`src/rtl/risc16_pkg.sv`:
```
// rtl/risc16_pkg.sv - shared types and helpers for the risc16 fetch path
package risc16_pkg;

    localparam int INSTR_W = 16;
    localparam int PC_W    = 16;

    typedef enum logic [1:0] {
        IDLE,
        WAIT,
        DISCARD
    } fetch_state_t;

    typedef struct packed {
        logic [INSTR_W-1:0] instr;
        logic [PC_W-1:0]    pc;
    } fetch_entry_t;

    function automatic logic [31:0] sat_add32(input logic [31:0] a, input logic [31:0] b);
        logic [32:0] sum;
        sum = {1'b0, a} + {1'b0, b};
        return sum[32] ? 32'hFFFF_FFFF : sum[31:0];
    endfunction

endpackage

```
`src/rtl/fetch_fifo.sv`:
```
// rtl/fetch_fifo.sv - prefetch FIFO with flush and a registered head entry
module fetch_fifo #(
    parameter int W     = 32,
    parameter int DEPTH = 4,
    localparam int AW   = $clog2(DEPTH),
    localparam int CW   = AW + 1
) (
    input  logic          clk,
    input  logic          rst_n,
    input  logic          flush,
    input  logic          push,
    input  logic [W-1:0]  push_data,
    input  logic          pop,
    output logic [CW-1:0] count,
    output logic          head_valid,
    output logic [W-1:0]  head_data
);

    localparam logic [CW-1:0] FULL = CW'(DEPTH);

    logic [W-1:0]  mem_q [DEPTH];
    logic [AW-1:0] rd_ptr_q, rd_ptr_d, wr_ptr_q, wr_ptr_d;
    logic [CW-1:0] count_q, count_d, remain;
    logic          head_valid_q, head_valid_d;
    logic [W-1:0]  head_data_q, head_data_d;
    logic          push_en, pop_en;

    always_comb begin
        pop_en       = pop && (count_q != '0) && !flush;
        remain       = count_q - CW'(pop_en);
        push_en      = push && !flush && (remain < FULL);
        rd_ptr_d     = rd_ptr_q + AW'(pop_en);
        wr_ptr_d     = wr_ptr_q + AW'(push_en);
        count_d      = remain + CW'(push_en);
        head_valid_d = (count_d != '0);
        // An entry pushed into an otherwise empty FIFO bypasses storage to the head.
        head_data_d  = (push_en && remain == '0) ? push_data : mem_q[rd_ptr_d];
        if (flush) begin
            rd_ptr_d     = '0;
            wr_ptr_d     = '0;
            count_d      = '0;
            head_valid_d = 1'b0;
            head_data_d  = head_data_q;
        end
    end

    always_ff @(posedge clk) begin
        if (!rst_n) begin
            rd_ptr_q     <= '0;
            wr_ptr_q     <= '0;
            count_q      <= '0;
            head_valid_q <= 1'b0;
            head_data_q  <= '0;
        end else begin
            rd_ptr_q     <= rd_ptr_d;
            wr_ptr_q     <= wr_ptr_d;
            count_q      <= count_d;
            head_valid_q <= head_valid_d;
            head_data_q  <= head_data_d;
        end
    end

    always_ff @(posedge clk) begin
        if (push_en) begin
            mem_q[wr_ptr_q] <= push_data;
        end
    end

    assign count      = count_q;
    assign head_valid = head_valid_q;
    assign head_data  = head_data_q;

endmodule

```
`src/rtl/instr_fetch.sv`:
```
// rtl/instr_fetch.sv - fetch stage: PC, req/ack memory reads, prefetch FIFO, redirect flush
// Optional statistics counters enabled by defining INSTR_FETCH_STATS_EN.
module instr_fetch
    import risc16_pkg::*;
#(
    parameter int                ADDR_W   = 16,
    parameter int                DEPTH    = 4,
    parameter logic [ADDR_W-1:0] RESET_PC = '0
) (
    input  logic               clk,
    input  logic               rst_n,
    output logic               mem_req,
    output logic [ADDR_W-1:0]  mem_addr,
    input  logic               mem_ack,
    input  logic [INSTR_W-1:0] mem_rdata,
    input  logic               redirect_valid,
    input  logic [ADDR_W-1:0]  redirect_pc,
    output logic               ir_valid,
    output logic [INSTR_W-1:0] ir,
    output logic [ADDR_W-1:0]  ir_pc,
    input  logic               ir_ready
`ifdef INSTR_FETCH_STATS_EN
    ,
    output logic [31:0]        stat_fetched,
    output logic [31:0]        stat_flushed
`endif
);

    localparam int CW = $clog2(DEPTH) + 1;
    localparam int EW = INSTR_W + ADDR_W;
    localparam logic [CW-1:0] FULL = CW'(DEPTH);

    fetch_state_t      state_q, state_d;
    logic [ADDR_W-1:0] pc_q, pc_d, mem_addr_q, mem_addr_d;
    logic              mem_req_q, mem_req_d;
    logic              push, pop;
    logic [CW-1:0]     count, post_count;
    logic              head_valid;
    logic [EW-1:0]     head_data;

    always_comb begin
        state_d    = state_q;
        pc_d       = pc_q;
        push       = 1'b0;
        pop        = head_valid && ir_ready;
        post_count = count - CW'(pop) + CW'(1'b1);
        case (state_q)
            IDLE: begin
                if (!redirect_valid && count < FULL) state_d = WAIT;
            end
            WAIT: begin
                if (mem_ack) begin
                    if (redirect_valid) begin
                        state_d = IDLE;
                    end else begin
                        push    = 1'b1;
                        pc_d    = pc_q + ADDR_W'(1);
                        state_d = (post_count < FULL) ? WAIT : IDLE;
                    end
                end else if (redirect_valid) begin
                    state_d = DISCARD;
                end
            end
            DISCARD: begin
                if (mem_ack) state_d = IDLE;
            end
            default: state_d = IDLE;
        endcase
        if (redirect_valid) pc_d = redirect_pc;
        // The address must stay put while a request (live or stale) is still unanswered.
        mem_addr_d = (state_q != IDLE && !mem_ack) ? mem_addr_q : pc_d;
        mem_req_d  = (state_d != IDLE);
    end

    always_ff @(posedge clk) begin
        if (!rst_n) begin
            state_q    <= IDLE;
            pc_q       <= RESET_PC;
            mem_addr_q <= RESET_PC;
            mem_req_q  <= 1'b0;
        end else begin
            state_q    <= state_d;
            pc_q       <= pc_d;
            mem_addr_q <= mem_addr_d;
            mem_req_q  <= mem_req_d;
        end
    end

    fetch_fifo #(
        .W     (EW),
        .DEPTH (DEPTH)
    ) u_fifo (
        .clk        (clk),
        .rst_n      (rst_n),
        .flush      (redirect_valid),
        .push       (push),
        .push_data  ({mem_rdata, mem_addr_q}),
        .pop        (pop),
        .count      (count),
        .head_valid (head_valid),
        .head_data  (head_data)
    );

    assign mem_req  = mem_req_q;
    assign mem_addr = mem_addr_q;
    assign ir_valid = head_valid;
    assign ir       = head_data[EW-1:ADDR_W];
    assign ir_pc    = head_data[ADDR_W-1:0];

`ifdef INSTR_FETCH_STATS_EN
    logic [31:0] fetched_q, flushed_q, flush_inc;
    logic        stale_drop;

    always_comb begin
        stale_drop = mem_ack && (state_q == DISCARD || (state_q == WAIT && redirect_valid));
        flush_inc  = (redirect_valid ? 32'(count) : 32'd0) + 32'(stale_drop);
    end

    always_ff @(posedge clk) begin
        if (!rst_n) begin
            fetched_q <= '0;
            flushed_q <= '0;
        end else begin
            fetched_q <= sat_add32(fetched_q, 32'(push));
            flushed_q <= sat_add32(flushed_q, flush_inc);
        end
    end

    assign stat_fetched = fetched_q;
    assign stat_flushed = flushed_q;
`endif

endmodule
```
`config.mk`:
```
export PLATFORM = sky130hd
export DESIGN_NAME = instr_fetch
export DESIGN_NICKNAME = d
export VERILOG_FILES = /design/src/rtl/risc16_pkg.sv /design/src/rtl/fetch_fifo.sv /design/src/rtl/instr_fetch.sv
export SDC_FILE = /design/constraint.sdc
export NUM_CORES = 1
export LEC_CHECK = 0
export ABC_CLOCK_PERIOD_IN_PS = 6650
export BUFFER_PORTS_ARGS = -buffer_cell sky130_fd_sc_hd__buf_2
export CELL_PAD_IN_SITES_DETAIL_PLACEMENT = 1
export CELL_PAD_IN_SITES_GLOBAL_PLACEMENT = 1
export CORE_MARGIN = 8
export CORE_UTILIZATION = 36
export CTS_BUF_LIST = sky130_fd_sc_hd__clkbuf_4 sky130_fd_sc_hd__clkbuf_8
export DETAILED_ROUTE_END_ITERATION = 12
export PLACE_DENSITY = 0.72
export SYNTH_ARGS = -nofsm -noshare
export SYNTH_HDL_FRONTEND = slang
export SYNTH_SLANG_ARGS = --single-unit
```
`constraint.sdc`:
```
create_clock -name clk -period 6.65 [get_ports clk]
set_clock_uncertainty 0.05 [all_clocks]
set_input_delay 0.9975 -clock clk [delete_from_list [all_inputs] [get_ports clk]]
set_output_delay 0.9975 -clock clk [all_outputs]
set_load 0.02 [all_outputs]
```
======== After elaboration in Yosys (flattened, before gate mapping) ========
Memories as Yosys holds them, arrays and structs flattened.
Index checks and enable logic that the tools add are counted.
storage, ports and cells
  output and inout port bits .............. 50
  flip-flop bits (word level) ............. 75
  input port bits ......................... 37
  bits in writable memories ............... 128
  memories kept ........................... 1
  word-level logic and storage cells ...... 56
operators by class
  reductions and logical operators ........ 17
  add/subtract/negate cells ............... 7
  mux-type cells .......................... 16
  eq/ne operators ......................... 2
  bitwise gates (word level) .............. 1
  $lt $le $gt $ge ......................... 3
memory list
  name          depth  width  rd ports  clocked after memory_dff  wr ports  RTL line          text
  u_fifo.mem_q  4      32     1         0                         1         fetch_fifo.sv:21  logic [W-1:0] mem_q [DEPTH];
operator list
  cell                     number
  $mux W16                 3
  $mux W32                 1
  $add A16 B1 Y16 const B  1
  $lt A3 B3 Y1 const B     3
  $logic_and A1 B1 Y1      8
  $mux W2                  4
  $mux W1                  7
  $pmux W2 S3              1
  $reduce_bool A3 Y1       2
  $sub A3 B1 Y3            2
  $add A2 B1 Y2            2
  $reduce_bool A2 Y1       2
  $add A3 B1 Y3            1
  $add A3 B1 Y3 const B    1
  $logic_not A3 Y1         1
  $eq A2 B1 Y1 const B     1
  $eq A2 B2 Y1 const B     1
  $logic_not A1 Y1         2
  $logic_not A2 Y1         1
  $reduce_or A2 Y1         1
  $not A1 Y1               1

======== Depth between registers and ports, before layout ========
Gate-level depths: netlist of run 1.
  word-level depth ........................ 9
  depth in mapped cells ................... 12
  gate-level depth less buffers ........... 11

======== By module ========
Synthesis of run 1 repeated with hierarchy kept, for this count alone.
second synthesis, totals
  cell total of the unflattened synthesis .. 647
  area, all modules ....................... 8,752.1 um^2
by module, submodules not included
  module       times used  area each (um^2)  cells an instance  seq. area each (um^2)
  fetch_fifo   1           7,130.6           463                4,644.5
  instr_fetch  1           1,621.6           184                700.7

======== Worst setup path before layout of run 1 ========
No wires, ideal clock.
  path type ............................... input to register
  start ................................... input redirect_valid
  end ..................................... memory u_fifo.mem_q[1][0] (enable)
  path buffers ............................ 2
  stages .................................. 8
  path slack .............................. 1,309 ps
  arrival ................................. 4,823 ps
  setup time .............................. 468 ps
  data required time ...................... 6,132 ps
  path through ............................ buf_2 -> buf_1 -> nor3_1 -> ha_1 -> ha_1 -> xor2_1 -> or2_1 -> nor3b_1
on the way
  cells in the longest elaborated chain, start to end .. 7
  elaborated cells between the ends (all ways) .. 11
  classes of those cells .................. 1 x add/sub; 1 x order compare; 5 x mux; 4 x reduce/logical
RTL lines
  what                                                        RTL line                                               text
  from (decl)                                                 instr_fetch.sv:16                                      input logic redirect_valid,
  $logic_not A1 Y1 / $mux W1 (equally long branches)          fetch_fifo.sv:29, fetch_fifo.sv:31, instr_fetch.sv:53
  $logic_and A1 B1 Y1 / $mux W1 (equally long branches)       fetch_fifo.sv:29, instr_fetch.sv:52
  $sub A3 B1 Y3 / $mux W1 (equally long branches)             fetch_fifo.sv:30, instr_fetch.sv:47
  $lt A3 B3 Y1 / $logic_and A1 B1 Y1 (equally long branches)  fetch_fifo.sv:31                                       push_en = push && !flush && (remain < FULL);
  $logic_and A1 B1 Y1 *                                       fetch_fifo.sv:31
  $mux W1 *                                                   fetch_fifo.sv:64                                       if (push_en) begin
  $mux W1 (not written as such) *                             fetch_fifo.sv:65                                       mem_q[wr_ptr_q] <= push_data;
  to (decl)                                                   fetch_fifo.sv:21
Mark *: on every way between the ends. The rest lies on a longest branch, timed or not.

======== Worst setup path in the final report of run 1 ========
  start ................................... input redirect_valid
  end ..................................... memory u_fifo.mem_q[2][4] (enable)
Same word-level chain as after synthesis.

==> results of run 1 <==
==> through the flow <==
stage | std cells | utilization (%) | instance area (um^2) | hold slack (ns)
floorplan | 542 | - | 7830 | 0.465
finish | 948 | 43.0 | 9310 | 0.383
CTS | 948 | 43.0 | 9310 | 0.388
global placement | 887 | 39.8 | 8600 | 0.368
global route | 948 | 43.0 | 9310 | 0.409
detailed placement | 887 | 39.8 | 8600 | 0.378
==> area by class of cell <==
class	instances	share of cell area (%)
well taps	280	3.76
clock buffers	45	6.19
clock inverters	16	1.40
inverters	10	0.403
multi-input cells	301	25.6
flip-flops and latches	203	57.4
repair buffers	93	5.19
==> path summary, 6_finish.rpt <==
kind	slack (ns)	depth (start not counted)	to	from
worst max-delay path	3.18	9	u_fifo.mem_q[2][4]	redirect_valid
worst min-delay path	0.38	2	u_fifo.head_data[28]	u_fifo.head_data[28]
worst max register to register	3.47	9	u_fifo.mem_q[2][4]	u_fifo.count[2]
worst min register to register	0.38	2	u_fifo.head_data[28]	u_fifo.head_data[28]
==> flip-flops by register name, summed over array words and instances, names as in the netlist <==
signal	count
mem_addr	16
mem_req	1
pc_q	16
state_q	2
u_fifo.count	3
u_fifo.head_data	32
u_fifo.head_valid	1
u_fifo.mem_q	128
u_fifo.rd_ptr_q	2
u_fifo.wr_ptr_q	2
==> kinds of logic (layout without fill, tap and decap cells) <==
kind of cell	count (synthesis)	after routing	share of synthesized area, %
mux	38	38	9.99
simple gates	165	165	10.5
fa+ha+maj	7	7	1.12
buf+inv	38	164	1.95
flops	203	203	68.3
xor+xnor	16	16	1.79
compound gates	75	75	6.41
==> cell usage in the layout, fill, tap and decap left out, types with 2 or more instances in the layout <==
master and instances:
buf_4 7, clkbuf_4 7, mux4_2 32, inv_1 10, dfxtp_1 75, a21oi_1 12
edfxtp_1 128, o221ai_1 2, a211oi_1 3, nand3_1 15, and3_1 7, nor2_2 2
nor3_1 8, or3_1 2, clkinv_2 8, nor2_1 24, a22oi_1 31, nor4_2 3
clkinvlp_4 2, and2_1 2, o21ai_1 2, ha_1 6, xnor2_1 6, o21ai_0 16
nand4_1 3, o31ai_1 4, clkbuf_8 38, bufinv_16 2, xor2_1 9, nor3_2 3
or2_1 2, buf_2 86, clkinv_1 4, mux2i_1 5, nand2_1 81
==> layer usage <==
layer | up-vias | global-route usage [%] | part of all wire (%)
li1 | 2246 | - | -
met1 | 2405 | 17.8 | 44
met2 | 117 | 23.6 | 48
met3 | 34 | 3.48 | 6.0
met4 | 0 | 4.55 | 2.0
met5 | - | 0 | 0
==> critical path, cell delays in order <==
cell     delay [ns]
buf_2          0.23
nor3_1         0.37
ha_1           0.25
ha_1           0.17
xor2_1         0.11
or2_1          0.35
inv_1          0.16
nand2_1        0.11
nor2_4         0.76
==> power by group through the flow <==
stage / registers (uW) / clock network [uW] / logic (uW)
after floorplan: 1440 / 0 / 57.9
after global placement: 1430 / 0 / 136
after detailed placement: 1430 / 0 / 141
after CTS: 1400 / 1170 / 141
after global routing: 1410 / 1220 / 152
final: 1400 / 1130 / 139
==> impl_metrics.csv, run 1 <==
group,metric,value,unit
global_routing,antenna_found_initial,0,
cts,cts_resized,0,
floorplanning,ioPinCount,87,
critical_path,path_max_fanout,32,
critical_path,path_class,"primary input to flip-flop",
critical_path,critical_path_required,6.71,ns
logic_synthesis,synth_edf_count,128,
cts,clk_path_buf_depth,3,
min_path,hold_class,"flip-flop to flip-flop",
timing,fin_crit_sh,52.2,%
power_and_ir_drop,p_seq_share,52.5,%
power_and_ir_drop,clkPwrFrac,42.4,%
global_routing,grt_overflow_total,0,
routing,route.detailed.wl_per_inst,19.8,um
routing,dr.pass1.iters,5,
logic_synthesis,yosysWarningCount,0,
critical_path,critPathArrivalTime,3.53,ns
logic_synthesis,synth_area_per_cell,14.4,um^2
cells_and_area,n_antenna_cell,0,
cts,cts.sinks,203,
critical_path,worstSetupEndpointType,"flip-flop",
timing,report.final.slew_viol_count,0,
placed_design,numPortBuffers,86,
power_and_ir_drop,vdd_drop_max,120,uV
floorplanning,coreArea,21600,um^2
critical_path,critPathLaunchType,"primary input",
timing,layout_min_cycle_time,3.47,ns
outcome,run_status,"completed",
floorplanning,initial_core_util,36.2,%
logic_synthesis,synthDistinctLibCells,45,
timing,fmax,288,MHz
cts,cts_made_buffers,34,
cells_and_area,drive_above_1_share,30.2,%
routing,ant_nets,0,
floorplanning,die_h,163,um
placed_design,dp_slack,2.62,ns
power_and_ir_drop,total_power,2680,uW
cts,cts_hold_buffers,0,
timing,hold_viol,0,
placed_design,place_hpwl,12100,um
job,drv_cap,0,
floorplanning,row_count,54,
routing,viasPerCell,5.07,
logic_synthesis,synth_top_area_share,49.1,%
floorplanning,die_w,163,um
timing,fin_tns_setup,0,ns
cts,clkSlewWorstSetupHoldPaths,0.06,ns
cts,cts_tree,"yes",
power_and_ir_drop,switching_power,613,uW
routing,first_iter_violations,359,
cells_and_area,area_growth,18.8,%
logic_synthesis,yosysMostFrequentCell,"edfxtp_1",
logic_synthesis,syn_nets,586,
power_and_ir_drop,p_leak,0.00352,uW
routing,drt-total-wl,18800,um
power_and_ir_drop,power_frac_comb,5.2,%
global_routing,grtUsageTotal,14.2,%
routing,vias,4802,
cts,clk_latency,0.49,ns
cells_and_area,multi_input_comb_area,2380,um^2
logic_synthesis,synth.area.top_cells,"edfxtp_1 (49%), dfxtp_1 (19%), mux4_2 (9.2%)",
timing,finalSetupViolCount,0,
global_routing,grt_max_degree,34,
power_and_ir_drop,swShare,22.9,%
cts,clock-root-buffer,"clkbuf_8",
floorplanning,fp.dieArea,26700,um^2
placed_design,gp_congestion,0.809,
power_and_ir_drop,p_per_area,288,nW/um^2
power_and_ir_drop,p_int,2060,uW
timing,setup_ws,3.18,ns
logic_synthesis,synth_area,7830,um^2
cells_and_area,regArea,5350,um^2
timing,worst_slew_pin_slew,1.26,ns
global_routing,grt_pass1_wl,29700,um
logic_synthesis,syn_inst,542,
timing,relSlewSlack,15.8,%
logic_synthesis,synthFlopType,"edfxtp_1",
routing,remaining_drc_errors,0,
logic_synthesis,ys_seq_area_share,68.3,%
cells_and_area,fillerInstances,2282,
logic_synthesis,synth.largest_area_cell,"edfxtp_1",
cts,post_cts_buffers,0,
logic_synthesis,synth_seq_cells,203,
global_routing,grt_pass1_vias,5444,
cts,htreeDepth,2,
timing,rsz0062_at_grt,"false",
logic_synthesis,synthArstFlopShare,0,%
logic_synthesis,yosys-top-cells-count,"edfxtp_1 (128), nand2_1 (81), dfxtp_1 (75)",
cells_and_area,final_nets,687,
(Power assumes the default switching activity.)
==> run 2, diff against run 1 <==
Settings changed: ABC_AREA set to 1, ABC_CLOCK_PERIOD_IN_PS 6650 to 3100, PLACE_DENSITY 0.72 to 0.77.
Clock period 6.65 ns to 3.1 ns, I/O delays scaled along.
==> impl_metrics.csv, run 2 <==
group,metric,value,unit
cells_and_area,final_nets,1005,
logic_synthesis,yosys-top-cells-count,"nand2_1 (207), edfxtp_1 (128), o21ai_0 (89)",
cells_and_area,postLayoutCoreUtil,43.2,%
timing,relSlewSlack,26.6,%
cts,cts_made_buffers,36,
timing,rsz0062_at_grt,"false",
cells_and_area,n_antenna_cell,0,
cts,htreeDepth,2,
cts,clk_latency,0.52,ns
logic_synthesis,synth.area.top_cells,"edfxtp_1 (45%), dfxtp_1 (18%), nand2_1 (9.2%)",
global_routing,grt_pass1_wl,36300,um
min_path,hp-start,"mem_rdata[2]",
logic_synthesis,synthArstFlopShare,0,%
cells_and_area,top_register,"u_fifo.mem_q",
global_routing,grt_pass1_vias,7012,
timing,layout_min_cycle_time,2.61,ns
floorplanning,initial_core_util,36.4,%
global_routing,grtUsageTotal,15.7,%
power_and_ir_drop,total_power,5730,uW
critical_path,worstSetupEndpointType,"flip-flop",
logic_synthesis,synth_edf_count,128,
logic_synthesis,syn_nets,912,
logic_synthesis,yosysWarningCount,0,
routing,viasPerCell,4.91,
timing,finalSetupViolCount,0,
cells_and_area,area_growth,18.7,%
routing,ant_nets,0,
power_and_ir_drop,vdd_drop_max,327,uV
cts,clock-root-buffer,"clkbuf_8",
timing,report.final.slew_viol_count,0,
cts,cts_resized,0,
routing,remaining_drc_errors,0,
cts,clkSlewWorstSetupHoldPaths,0.06,ns
timing,fin_crit_sh,84.1,%
outcome,run_status,"completed",
min_path,whs_endpoint,"u_fifo.mem_q[1][18]",
floorplanning,coreArea,23300,um^2
min_path,hold-path-cell-count,1,
routing,vias,6418,
logic_synthesis,synth_seq_cells,203,
placed_design,place_hpwl,14300,um
logic_synthesis,synthDistinctLibCells,32,
job,drv_cap,0,
global_routing,grt_max_degree,65,
floorplanning,ioPinCount,87,
cells_and_area,largest_reg_flops,128,
critical_path,critPathArrivalTime,2.96,ns
cts,cts.sinks,203,
min_path,hold_class,"primary input to flip-flop",
timing,fin_tns_setup,0,ns
timing,hold_viol,0,
logic_synthesis,yosysMostFrequentCell,"nand2_1",
placed_design,numPortBuffers,86,
cells_and_area,final_cell_mix,"nand2_1 (207), edfxtp_1 (128), o21ai_0 (89), nor2_1 (87), buf_2 (86)",
logic_synthesis,synth_area,8490,um^2
cells_and_area,final_common_cell,"nand2_1",
placed_design,gp_congestion,0.782,
cells_and_area,fillerInstances,2664,
floorplanning,die_h,170,um
routing,dr.pass1.iters,4,
logic_synthesis,synth_top_area_share,45.3,%
logic_synthesis,synthFlopType,"edfxtp_1",
logic_synthesis,syn_inst,868,
cts,cts_tree,"yes",
logic_synthesis,synth_area_per_cell,9.78,um^2
cells_and_area,regArea,5350,um^2
critical_path,r2r_setup_slack,0.49,ns
critical_path,r2r-end,"u_fifo.head_data[18]",
routing,first_iter_violations,322,
timing,worst_slew_pin_slew,1.10,ns
logic_synthesis,synth.largest_area_cell,"edfxtp_1",
critical_path,critPathLaunchType,"flip-flop",
cts,post_cts_buffers,0,
critical_path,reg2reg_from,"u_fifo.count[2]",
global_routing,antenna_found_initial,0,
timing,holdWs,0.128,ns
routing,route.detailed.wl_per_inst,17.0,um
logic_synthesis,ys_seq_area_share,63.0,%
floorplanning,fp.dieArea,28800,um^2
global_routing,grt_overflow_total,0,
floorplanning,row_count,56,
cells_and_area,multi_input_comb_area,2710,um^2
cts,cts_hold_buffers,0,
critical_path,critical_path_required,3.46,ns
timing,setup_ws,0.494,ns
critical_path,path_class,"flip-flop to flip-flop",
placed_design,dp_slack,0.303,ns
cells_and_area,drive_above_1_share,18.9,%
timing,fmax,384,MHz
power_and_ir_drop,p_leak,0.00430,uW
cts,clk_path_buf_depth,3,
routing,drt-total-wl,22200,um
critical_path,rr_worst_depth,12,
critical_path,path_max_fanout,40,
power_and_ir_drop,p_per_area,569,nW/um^2
floorplanning,die_w,170,um
==> run 2: cell count changes after synthesis, moves of 8 or more <==
cell,previous run,this run
xor2_1,10,2
o21ai_0,16,89
o211ai_1,0,25
and3_1,8,0
a22oi_1,31,0
o211ai_2,0,8
nor2_1,27,87
nand2_1,81,207
mux4_2,32,0
nand3_1,15,64
o21bai_1,0,8
inv_1,10,71
==> run 2: critical path, cell delays in order (launching register included) <==
cell and delay [ns]:
dfxtp_1 0.35, inv_1 0.12, a31oi_1 0.09, nand2_1 0.06
inv_1 0.06, ha_2 0.19, xnor2_2 0.86, buf_12 0.28
o21ai_0 0.11, o21ai_0 0.08, nand2_1 0.08, o211ai_1 0.10
nand2_1 0.08
==> run 2: final cells by class <==
type | instances | area share (%)
well taps | 319 | 3.96
flip-flops and latches | 203 | 53.0
inverters | 75 | 2.79
clock inverters | 16 | 0.708
clock buffers | 50 | 6.27
repair buffers | 100 | 6.31
multi-input cells | 545 | 26.9
==> run 2: per-stage QoR <==
| stage | instance area (um^2) | std cells |
|---|---|---|
| after global placement | 9370 | 1242 |
| after global routing | 10100 | 1308 |
| after CTS | 10100 | 1308 |
| after floorplan | 8560 | 868 |
| after detailed placement | 9370 | 1242 |
| final | 10100 | 1308 |
==> run 2: kinds of logic (layout without fill, tap and decap cells) <==
family,count (synthesis),after routing,synth area share [%]
xor gates and xnor gates,4,4,0.413
DFF,203,203,63.0
buffers and inverters,120,241,5.98
AOI/OAI and AO/OA,150,150,10.7
adders and majority gates,7,7,1.03
and+or+nand+nor,384,384,18.9
==> run 2: power by group <==
group          leakage [uW]  internal, uW  total (uW)  switching, uW
clock              0.000365          1320        2410           1090
sequential          0.00178          2940        3000           63.8
combinational       0.00216           104         324            221
total               0.00430          4360        5730           1370
==> run 2: how the worst max path moves through the flow <==
stage	start	endpoint	depth (start not counted)
6_report	u_fifo.count[2]	u_fifo.head_data[18]	12
5_1_grt	u_fifo.count[2]	u_fifo.head_data[20]	12
4_1_cts	u_fifo.count[2]	u_fifo.head_data[18]	12
3_5_place_dp	ir_ready	u_fifo.head_data[18]	13
3_3_place_gp	ir_ready	u_fifo.head_data[23]	13
2_1_floorplan	redirect_valid	u_fifo.mem_q[1][0]	11
==> run 2: routing by layer <==
layer / vias up / track usage [%] / part of all wire [%]
met1: 3132 / 19.1 / 44
met3: 24 / 3.30 / 5.5
li1: 3132 / - / -
met5: - / 0 / 0
met2: 130 / 27.8 / 49
met4: 0 / 4.23 / 1.4
